--- config.mk ---
export PLATFORM = sky130hd
export DESIGN_NAME = i2c_slave_tx_shifter
export DESIGN_NICKNAME = d
export VERILOG_FILES = /design/src/rtl/i2c_slave_tx_shifter.sv
export SDC_FILE = /design/constraint.sdc
export NUM_CORES = 1
export LEC_CHECK = 0
export ABC_AREA = 1
export CAP_MARGIN = 30
export CORE_MARGIN = 2
export CORE_UTILIZATION = 59
export CTS_BUF_LIST = sky130_fd_sc_hd__clkbuf_8
export DETAILED_ROUTE_END_ITERATION = 10
export PLACE_DENSITY = 0.94
export SETUP_SLACK_MARGIN = 0.4
export SLEW_MARGIN = 10
export SYNTH_ARGS = -nofsm -noshare
export SYNTH_HDL_FRONTEND = slang
export SYNTH_SLANG_ARGS = --single-unit
--- constraint.sdc ---
create_clock -name clk -period 4.1 [get_ports clk]
set_input_delay 0.82 -clock clk [delete_from_list [all_inputs] [get_ports clk]]
set_output_delay 0.82 -clock clk [all_outputs]
set_load 0.02 [all_outputs]
--- src/rtl/i2c_slave_tx_shifter.sv ---
// Transmit shift stage of the I2C slave: pops bytes from the TX FIFO and drives them
// MSB-first onto SDA (open-drain enable), then samples the master's ACK/NACK.
module i2c_slave_tx_shifter (
  input  logic       clk,
  input  logic       rst,
  input  logic       start_tx,
  input  logic       scl_fall,
  input  logic       scl_rise,
  input  logic       sda_in,
  input  logic       stop_det,
  input  logic       fifo_empty,
  input  logic [7:0] fifo_data,
  output logic       fifo_rd_en,
  output logic       sda_oe,
  output logic       busy,
  output logic       underrun,
  output logic       nack_rcvd,
  output logic [7:0] tx_count
);

  localparam logic [7:0] UNDERRUN_BYTE = 8'hFF;

  typedef enum logic [2:0] {
    IDLE, FETCH, LOAD, WAIT_FALL, SHIFT, ACK
  } state_t;

  state_t      state_q, state_d;
  logic [7:0]  shreg_q, shreg_d;
  logic [2:0]  bit_cnt_q, bit_cnt_d;
  logic        first_q, first_d;
  logic        sub_q, sub_d;
  logic [7:0]  tx_count_q, tx_count_d;
  logic        sda_oe_q, sda_oe_d;
  logic        rd_en_q, rd_en_d;
  logic        underrun_q, underrun_d;
  logic        nack_q, nack_d;
  logic        busy_q, busy_d;
  logic        enter_fetch;

  always_comb begin
    // NOTE: every signal gets a default before the case so no path leaves it unassigned (no latches).
    state_d     = state_q;
    shreg_d     = shreg_q;
    bit_cnt_d   = bit_cnt_q;
    first_d     = first_q;
    sub_d       = sub_q;
    tx_count_d  = tx_count_q;
    sda_oe_d    = sda_oe_q;
    rd_en_d     = 1'b0;
    underrun_d  = 1'b0;
    nack_d      = 1'b0;
    enter_fetch = 1'b0;

    if (stop_det) begin
      state_d  = IDLE;
      sda_oe_d = 1'b0;
    end else begin
      unique case (state_q)
        IDLE: begin
          sda_oe_d = 1'b0;
          if (start_tx) begin
            tx_count_d  = 8'd0;
            first_d     = 1'b1;
            enter_fetch = 1'b1;
          end
        end
        FETCH: state_d = LOAD;
        LOAD: begin
          shreg_d   = sub_q ? UNDERRUN_BYTE : fifo_data;
          bit_cnt_d = 3'd0;
          sub_d     = 1'b0;
          if (first_q) begin
            first_d  = 1'b0;
            sda_oe_d = ~shreg_d[7];
            state_d  = SHIFT;
          end else begin
            state_d = WAIT_FALL;
          end
        end
        WAIT_FALL: begin
          sda_oe_d = 1'b0;
          if (scl_fall) begin
            sda_oe_d = ~shreg_q[7];
            state_d  = SHIFT;
          end
        end
        SHIFT: begin
          if (scl_fall) begin
            if (bit_cnt_q == 3'd7) begin
              sda_oe_d = 1'b0;
              state_d  = ACK;
            end else begin
              bit_cnt_d = bit_cnt_q + 3'd1;
              shreg_d   = {shreg_q[6:0], 1'b0};
              sda_oe_d  = ~shreg_q[6];
            end
          end
        end
        ACK: begin
          // A simultaneous scl_fall makes the rise illegal; it is dropped.
          if (scl_rise && !scl_fall) begin
            if (!sda_in) begin
              tx_count_d  = tx_count_q + 8'd1;
              enter_fetch = 1'b1;
            end else begin
              nack_d  = 1'b1;
              state_d = IDLE;
            end
          end
        end
        default: state_d = IDLE;
      endcase
    end

    // The pop decision is made on entry so the registered fifo_rd_en is high during FETCH.
    if (enter_fetch) begin
      state_d    = FETCH;
      rd_en_d    = ~fifo_empty;
      underrun_d = fifo_empty;
      sub_d      = fifo_empty;
    end

    busy_d = (state_d != IDLE);
  end

  // NOTE: sequential state uses non-blocking assignments so all registers update together.
  always_ff @(posedge clk or posedge rst) begin
    if (rst) begin
      state_q    <= IDLE;
      shreg_q    <= 8'd0;
      bit_cnt_q  <= 3'd0;
      first_q    <= 1'b0;
      sub_q      <= 1'b0;
      tx_count_q <= 8'd0;
      sda_oe_q   <= 1'b0;
      rd_en_q    <= 1'b0;
      underrun_q <= 1'b0;
      nack_q     <= 1'b0;
      busy_q     <= 1'b0;
    end else begin
      state_q    <= state_d;
      shreg_q    <= shreg_d;
      bit_cnt_q  <= bit_cnt_d;
      first_q    <= first_d;
      sub_q      <= sub_d;
      tx_count_q <= tx_count_d;
      sda_oe_q   <= sda_oe_d;
      rd_en_q    <= rd_en_d;
      underrun_q <= underrun_d;
      nack_q     <= nack_d;
      busy_q     <= busy_d;
    end
  end

  assign fifo_rd_en = rd_en_q;
  assign sda_oe     = sda_oe_q;
  assign busy       = busy_q;
  assign underrun   = underrun_q;
  assign nack_rcvd  = nack_q;
  assign tx_count   = tx_count_q;

endmodule

# After elaboration in Yosys (flattened, before gate mapping)
# Cells that the tools add are included.
[op_classes]
bitwise_logic = 5
addsub = 2
mux = 42
n_reduce_logical = 14
n_eq_ne = 14
[op_table]
columns = ["op", "n"]
rows = [
  ["8-bit two-way mux", 6],
  ["8-bit case mux with 2 select lines", 2],
  ["3-bit two-way mux", 10],
  ["1-bit two-way mux", 19],
  ["3-bit case mux with 6 select lines", 1],
  ["2-bit inequality test, second input constant", 5],
  ["3-bit equality test, second input constant", 3],
  ["8-bit by 1-bit adder with 8-bit output, second input constant", 1],
  ["2-bit nonzero test", 4],
  ["3-bit by 2-bit equality test with 1-bit output, second input constant", 2],
  ["3-bit inequality test, second input constant", 2],
  ["3-bit case mux with 2 select lines", 1],
  ["3-bit AND reduction", 2],
  ["1-bit inverter", 5],
  ["5-bit AND reduction", 1],
  ["5-bit nonzero test", 1],
  ["1-bit case mux with 2 select lines", 2],
  ["1-bit case mux with 4 select lines", 1],
  ["4-bit AND reduction", 1],
  ["3-bit by 1-bit adder with 3-bit output, second input constant", 1],
  ["3-bit by 1-bit equality test with 1-bit output, second input constant", 1],
  ["3-bit logical NOT", 1],
  ["3-bit nonzero test", 1],
  ["2-bit by 1-bit inequality test with 1-bit output, second input constant", 1],
  ["3 further kinds", 3],
]
[totals]
wordCells = 88
out_inout_bits = 13
regBits = 29
in_bits = 16

# Logic depth before layout (Yosys ltp)
# Gate-level depths: netlist (run 1).
[logic_depth]
depth_word = 7
depth_mapped = 10

# Worst setup path after synthesis (run 1)
# OpenSTA, ideal clock, no wires.
[synth_timing]
path_type = "in2reg"
startpoint = "in scl_fall"
endpoint = "reg tx_count_q[2] (netlist: tx_count[2])"
cell_stages = 9
required_ps = 3982
setup_ps = 118
path_buffers = 1
arrival_ps = 1647
slack_ps = 2334
path_cell_list = "inv_1 -> nand2_1 -> nor2_1 -> nand2_4 -> nand2_2 -> nand2_2 -> buf_6 -> nand2_1 -> o21ai_2"
[synth_via]
elab_chain_len = 4
[synth_rtl]
columns = ["item", "line", "text"]
rows = [
  ["from (decl)", "7", "input logic scl_fall,"],
  ["1-bit logical NOT", "101", "if (scl_rise && !scl_fall) begin"],
  ["1-bit logical AND", "101", ""],
  ["2-bit inequality test (no line)", "--", ""],
  ["5-bit AND reduction (no line)", "--", ""],
  ["to (signal assigned)", "146", "tx_count_q <= tx_count_d;"],
  ["to (decl)", "32", "logic [7:0] tx_count_q, tx_count_d;"],
]
# No other way between the ends.
# A chain may end at the register's enable or synchronous reset.

# Worst setup path after layout (run 1)
[layout_timing]
startpoint = "reg tx_count_q[2] (netlist: tx_count[2])"
endpoint = "out tx_count[2]"
[layout_rtl]
columns = ["item", "line", "text"]
rows = [
  ["to (decl)", "18", "output logic [7:0] tx_count"],
]
# No word-level cell between the ends.

==> flow_summary_export.csv, run 1 <==
group,metric,value,unit
final_layout,diodes_inserted,0,
synth,synthArstFlopShare,1.00,
placed_design,numPortBuffers,28,
cts,insertion_delay,290,ps
worst_setup_path,cp.buffers_inverters,1,
synth,post_synth_edffs,0,
cts,tritoncts,"done",
worst_setup_path,cp_max_fo,6,
floorplan,die_w,58.8,µm
worst_setup_path,crit_family,"buffers and inverters",
sta,period_minus_slack,2180,ps
worst_setup_path,cp_slowest_stage_delay,640,ps
synth,ys.warnings.count,0,
power,finalPower,0.000870,W
detailed_routing,vias_per_cell,5.23,
floorplan,core-area,2810,µm²
sta,timing.final.crit_share,0.533,
synth,most_used_standard_cells_in_the_synthesized_netlist,"nand2_1, dfrtp_1, inv_1",
power,max-vdd-ir-drop,0.292,mV
synth,syn-cell-area,1770,µm²
status,violations,"design-rule violations",
worst_setup_path,path_class,"register to primary output",
worst_setup_path,ff2ff_path_depth,8,
worst_setup_path,crit_path_start_kind,"register",
min_path,min-delay-path-class,"register to register",
detailed_routing,number_of_routed_nets_with_antenna_violations,0,
sta,fmaxAchievable,458,MHz
synth,netlist.area_leader.share,0.410,
sta,finalHoldWorstSlack,497,ps
global_routing,grt_first_pass_wirelength,6.17,mm
worst_setup_path,data_arrival_at_the_endpoint_of_the_critical_path,1360,ps
cts,cts-root-buf,"clkbuf_8",
power,power_per_cell_area,404,nW/µm²
detailed_routing,routedWlPerCell,12.3,µm
detailed_routing,routed.top_layer,"met4",
cts,post_cts_resize_count,0,
detailed_routing,detailroute.wirelength.met2,1.60,mm
worst_setup_path,r2r-end,"shreg_q[0]$_DFFE_PP0P_",
cts,postCtsHoldBufs,0,
final_layout,layout-drive-gt1-share,0.171,
final_layout,number_of_filler_instances_in_the_final_layout,201,
floorplan,start_util,0.631,
placed_design,globalplace.congestion,0.870,
synth,most_frequent_cell_after_synthesis,"nand2_1",
floorplan,io-pin-count,29,
cts,cts.clk_slew.worst_paths,60,ps
worst_setup_path,timing.critical_path.from,"tx_count[2]$_DFFE_PP0P_",
final_layout,final-seq-area,726,µm²
synth,post_synth_inst_count,219,
sta,finalClockSkew,5.01,ps
cts,clock_sink_count,29,
final_layout,finalNetCount,270,
worst_setup_path,worst_setup_path_endpoint,"tx_count[2]",
final_layout,post_layout_nonfiller_instances,283,
floorplan,die_h,58.8,µm
synth,synthesis.area_per_instance,8.08,µm²
run,max-cap-violations,0,
detailed_routing,drt_first_pass_iters,7,
detailed_routing,detailroute.via_count,1481,
detailed_routing,drt_iter0_markers,120,
floorplan,floorplan_die_area,3460,µm²
floorplan,num_rows,19,
sta,setup_viol_count_final,0,
worst_setup_path,r2r_setup_slack,2440,ps
final_layout,flow.area_growth_from_synthesis,21.6,%
worst_setup_path,critical_path.cell_chain,"clkdlybuf4s50_1",
worst_setup_path,r2r-start,"state_q[0]$_DFF_PP0_",
synth,synthDominantAreaCellType,"dfrtp_1",
sta,number_of_hold_slack_violations_in_the_final_timing_report,0,
sta,rsz_0062_raised_after_global_routing,"no",
sta,timing.max_slew.rel_slack,0.567,
sta,slew_viol_final,0,
detailed_routing,route.met3.wl,190,µm
placed_design,detailed_place_hpwl,2.61,mm
power,cellLeakagePower,1.07,nW
synth,ys_dominant_reg_cell,"dfrtp_1",
worst_setup_path,worst_path_max_delay_cell,"clkdlybuf4s50_1",
cts,cts_buffer_depth,2,
cts,total_setup_buffers_inserted_after_cts,0,
synth,synth-seq-area-share,0.410,
sta,post_route_setup_tns,0,ps
status,status,"finished with violations",
worst_setup_path,timing.critical_path.depth,1,
synth,ys_types,29,
synth,synthesis.nets,238,
final_layout,multi_input_comb_area,877,µm²
global_routing,vias_in_the_first_global_route,1444,
global_routing,gr-total-overflow,0,
worst_setup_path,critical_path.endpoint_type,"primary output",
detailed_routing,wire_length_the_detailed_router_placed_on_met1,1.65,mm
synth,synth_seq_cells,29,
synth,synthTopCellsByArea,"dfrtp_1, nand2_1, inv_1",
detailed_routing,drt_drc_violations_left,1,
global_routing,globalRouteTotalUtil,0.239,
sta,worst-slew-pin-transition,649,ps
worst_setup_path,required,3280,ps
cts,ctsHtreeMaxLevel,2,
global_routing,maximum_number_of_pins_on_one_net_before_global_route_repair,18,
placed_design,numPlacedInstances,275,
detailed_routing,postRouteWirelength,3.49,mm
cts,cts-buffers-inserted,5,
global_routing,antenna_violations_before_repair,0,
-- flip-flops by register name, indices dropped and copies added (netlist names) --
register and count:
underrun 1, sub_q 1, fifo_rd_en 1, bit_cnt_q 3, shreg_q 8, sda_oe 1, first_q 1, state_q 3
nack_rcvd 1, busy 1, tx_count 8
-- through the flow --
step / worst slack, ps / util / cell area (µm²)
after CTS: 1910 / 0.767 / 2150
after global routing: 1840 / 0.767 / 2150
after floorplan: 2330 / - / 1770
final: 1920 / 0.767 / 2150
after detailed placement: 1630 / 0.738 / 2070
after global placement: 1730 / 0.728 / 2040
-- logic make-up after synthesis --
group / synth area share
AND/OR/NAND/NOR: 0.319
AO/OA/AOI/OAI: 0.145
buffers and inverters: 0.0947
flip-flops: 0.410
adder cells (fa/ha/maj): 0.0212
XOR/XNOR: 0.00990
-- metal layers --
metal  global-route usage  vias up
met4                0.104        0
met3               0.0769        6
met2                0.375       47
met1                0.302      665
met5                    0        -
li1                     -      763
-- report_power, final --
| group | switching (W) | internal [W] | total [W] |
|---|---|---|---|
| Combinational | 0.000149 | 0.000104 | 0.000252 |
| Sequential | 0.0000415 | 0.000348 | 0.000390 |
| Clock | 0.000114 | 0.000115 | 0.000229 |
| Total | 0.000304 | 0.000566 | 0.000870 |
-- layout by cell type (no fill, tap or decap), types with 3 or more instances in the layout --
cell and count:
clkbuf_8 5, inv_1 27, a21oi_1 5, o21ai_1 4, nand3_2 4, ha_1 3, nor2_1 24, o21ai_2 10
dfrtp_1 29, nand2_2 7, nand2_1 48, nand2_4 5, clkdlybuf4s50_1 28, o21ai_0 17, nand3_1 16
-- layout make-up --
class	instances	share of cell area
clock inverter	3	0.00640
multi-input combinational	156	0.408
timing repair buffer	29	0.143
tap	31	0.0180
sequential	29	0.337
inverter	30	0.0558
clock buffer	5	0.0320
-- worst min-delay path by stage --
stage,from,end,slack [ps],depth (start not counted)
finish,bit_cnt_q[1]$_DFFE_PP0P_,bit_cnt_q[1]$_DFFE_PP0P_,500,2
global route,bit_cnt_q[2]$_DFFE_PP0P_,bit_cnt_q[2]$_DFFE_PP0P_,520,2
CTS,bit_cnt_q[1]$_DFFE_PP0P_,bit_cnt_q[1]$_DFFE_PP0P_,500,2
detailed placement,bit_cnt_q[1]$_DFFE_PP0P_,bit_cnt_q[1]$_DFFE_PP0P_,480,2
global placement,bit_cnt_q[1]$_DFFE_PP0P_,bit_cnt_q[1]$_DFFE_PP0P_,470,2
floorplan,bit_cnt_q[1]$_DFFE_PP0P_,bit_cnt_q[1]$_DFFE_PP0P_,450,2
No activity file was read; power rests on OpenSTA's default activity.
==> run 2, diff against run 1 <==
--- a/config.mk
+++ b/config.mk
@@ -8,10 +8,10 @@
 export ABC_AREA = 1
 export CAP_MARGIN = 30
 export CORE_MARGIN = 2
-export CORE_UTILIZATION = 59
+export CORE_UTILIZATION = 55
 export CTS_BUF_LIST = sky130_fd_sc_hd__clkbuf_8
 export DETAILED_ROUTE_END_ITERATION = 10
-export PLACE_DENSITY = 0.94
+export PLACE_DENSITY = 0.89
 export SETUP_SLACK_MARGIN = 0.4
 export SLEW_MARGIN = 10
 export SYNTH_ARGS = -nofsm -noshare
==> constraint.sdc (replaced) <==
create_clock -name clk -period 2.1 [get_ports clk]
set_input_delay 0.42 -clock clk [delete_from_list [all_inputs] [get_ports clk]]
set_output_delay 0.42 -clock clk [all_outputs]
set_load 0.02 [all_outputs]
==> run 2 against run 1 <==
The run now ends clean. Worst setup slack worse by 1500 ps. Combinational power is 110% higher. Wire length increased by 12%. Design area rose by 6.2%. Critical path depth up 7. Register-to-register slack worse by 2000 ps. Count of clock-buffer cells in the layout rose by 1. Critical endpoint is now busy$_DFF_PP0_. Largest cell class unchanged.
==> flow_summary_export.csv, run 2 (synthesis results as in run 1) <==
group,metric,value,unit
final_layout,post_layout_nonfiller_instances,304,
detailed_routing,drt_iter0_markers,131,
floorplan,floorplan_die_area,3690,µm²
worst_setup_path,critical_path.cell_chain,"ha_1 > ha_2 > a21oi_2 > nor2_1 > nor2_1 > nand2_1 > o21bai_1 > nand2_1",
worst_setup_path,cp_max_fo,3,
placed_design,globalplace.congestion,0.938,
cts,cts.clk_slew.worst_paths,70,ps
final_layout,finalNetCount,278,
worst_setup_path,path_class,"register to register",
detailed_routing,drt_first_pass_iters,5,
sta,timing.final.crit_share,0.796,
cts,cts_buffer_depth,2,
detailed_routing,routedWlPerCell,12.8,µm
placed_design,detailed_place_hpwl,2.49,mm
detailed_routing,drt_drc_violations_left,0,
final_layout,commonest_non_fill_non_tap_cell_in_the_layout,"nand2_1",
final_layout,final_core_util,0.749,
final_layout,layout.cells.most_common_list,"nand2_1, dfrtp_1, inv_1",
cts,cts-root-buf,"clkbuf_8",
detailed_routing,detailroute.via_count,1569,
power,cellLeakagePower,1.17,nW
global_routing,vias_in_the_first_global_route,1463,
power,max-vdd-ir-drop,0.770,mV
sta,period_minus_slack,1670,ps
global_routing,globalRouteTotalUtil,0.235,
worst_setup_path,crit_path_start_kind,"register",
floorplan,core-area,3050,µm²
sta,timing.max_slew.rel_slack,0.755,
detailed_routing,vias_per_cell,5.16,
worst_setup_path,data_arrival_at_the_endpoint_of_the_critical_path,1840,ps
sta,slew_viol_final,0,
placed_design,numPlacedInstances,289,
floorplan,io-pin-count,29,
final_layout,multi_input_comb_area,905,µm²
sta,post_route_setup_tns,0,ps
cts,insertion_delay,290,ps
final_layout,number_of_filler_instances_in_the_final_layout,215,
cts,clock_sink_count,29,
sta,setup_viol_count_final,0,
global_routing,antenna_violations_before_repair,0,
final_layout,layout-drive-gt1-share,0.223,
floorplan,num_rows,20,
worst_setup_path,cp_slowest_stage_delay,390,ps
worst_setup_path,critical_path.endpoint_type,"register",
sta,worst-slew-pin-transition,367,ps
final_layout,diodes_inserted,0,
global_routing,maximum_number_of_pins_on_one_net_before_global_route_repair,30,
worst_setup_path,required,2260,ps
detailed_routing,postRouteWirelength,3.89,mm
cts,tritoncts,"done",
placed_design,numPortBuffers,28,
detailed_routing,number_of_routed_nets_with_antenna_violations,0,
final_layout,flow.area_growth_from_synthesis,29.1,%
floorplan,start_util,0.580,
status,status,"completed",
power,power_per_cell_area,835,nW/µm²
sta,fmaxAchievable,598,MHz
worst_setup_path,r2r_setup_slack,430,ps
sta,rsz_0062_raised_after_global_routing,"no",
sta,finalClockSkew,7.93,ps
worst_setup_path,worst_path_max_delay_cell,"dfrtp_1",
sta,number_of_hold_slack_violations_in_the_final_timing_report,0,
floorplan,die_h,60.7,µm
floorplan,die_w,60.7,µm
cts,cts-buffers-inserted,5,
min_path,min-delay-path-class,"input pin to asynchronous set/reset pin",
run,max-cap-violations,0,
global_routing,grt_first_pass_wirelength,6.20,mm
global_routing,gr-total-overflow,0,
final_layout,final-seq-area,727,µm²
cts,ctsHtreeMaxLevel,2,
==> run 2: cell type report <==
type / instances / share of cell area
timing repair buffer: 36 / 0.157
sequential: 29 / 0.318
tap: 44 / 0.0241
inverter: 30 / 0.0525
clock buffer: 6 / 0.0361
multi-input combinational: 157 / 0.396
clock inverter: 2 / 0.0164
==> run 2: worst paths after layout <==
| check | cells after the start | endpoint | startpoint |
|---|---|---|---|
| worst max-delay path | 8 | busy$_DFF_PP0_ | bit_cnt_q[0]$_DFFE_PP0P_ |
| worst min register to register | 2 | shreg_q[0]$_DFFE_PP0P_ | shreg_q[0]$_DFFE_PP0P_ |
| worst max register to register | 8 | busy$_DFF_PP0_ | bit_cnt_q[0]$_DFFE_PP0P_ |
| max in group asynchronous | 3 | state_q[0]$_DFF_PP0_ | rst |
| min in group clk | 2 | shreg_q[0]$_DFFE_PP0P_ | shreg_q[0]$_DFFE_PP0P_ |
| worst min-delay path | 3 | shreg_q[2]$_DFFE_PP0P_ | rst |
==> run 2: metrics by stage <==
step	total power, W	hold WS (ps)	area [µm²]	worst slack (ps)
3_5_place_dp	0.00125	475	2070	81.4
6_report	0.00191	493	2290	428
4_1_cts	0.00187	491	2190	417
3_3_place_gp	0.00124	466	2070	139
5_1_grt	0.00203	517	2290	320
2_1_floorplan	0.00114	453	1770	711
==> run 2: routing by layer <==
metal	vias up	part of all wire	global-route usage
met5	-	0	0
met3	10	0.059	0.0704
li1	780	-	-
met1	719	0.43	0.302
met4	0	0.025	0.127
met2	60	0.48	0.358
==> run 2: where the power goes <==
group | leakage (nW) | internal (W) | switching, W | total, W
registers | 0.378 | 0.000680 | 0.0000858 | 0.000766
logic | 0.738 | 0.000224 | 0.000301 | 0.000525
clock network | 0.0574 | 0.000385 | 0.000232 | 0.000617
total | 1.17 | 0.00129 | 0.000618 | 0.00191
==> run 2: critical path: cells and delay by family, from the launching register on <==
family / cells / cell delay [ps]
adders and majority gates: 2 / 410
and+or+nand+nor: 4 / 320
AOI/OAI and AO/OA: 2 / 420
DFF: 1 / 390
==> run 2: what timing repair did <==
| action | in CTS | in global routing |
|---|---|---|
| setup buffers | 0 | 6 |
| pin swaps | 0 | 4 |
| cloned | 0 | 1 |
| resized for setup | 8 | 7 |
| endpoints found under the setup margin | 8 | 19 |
| hold buffers | 0 | 0 |
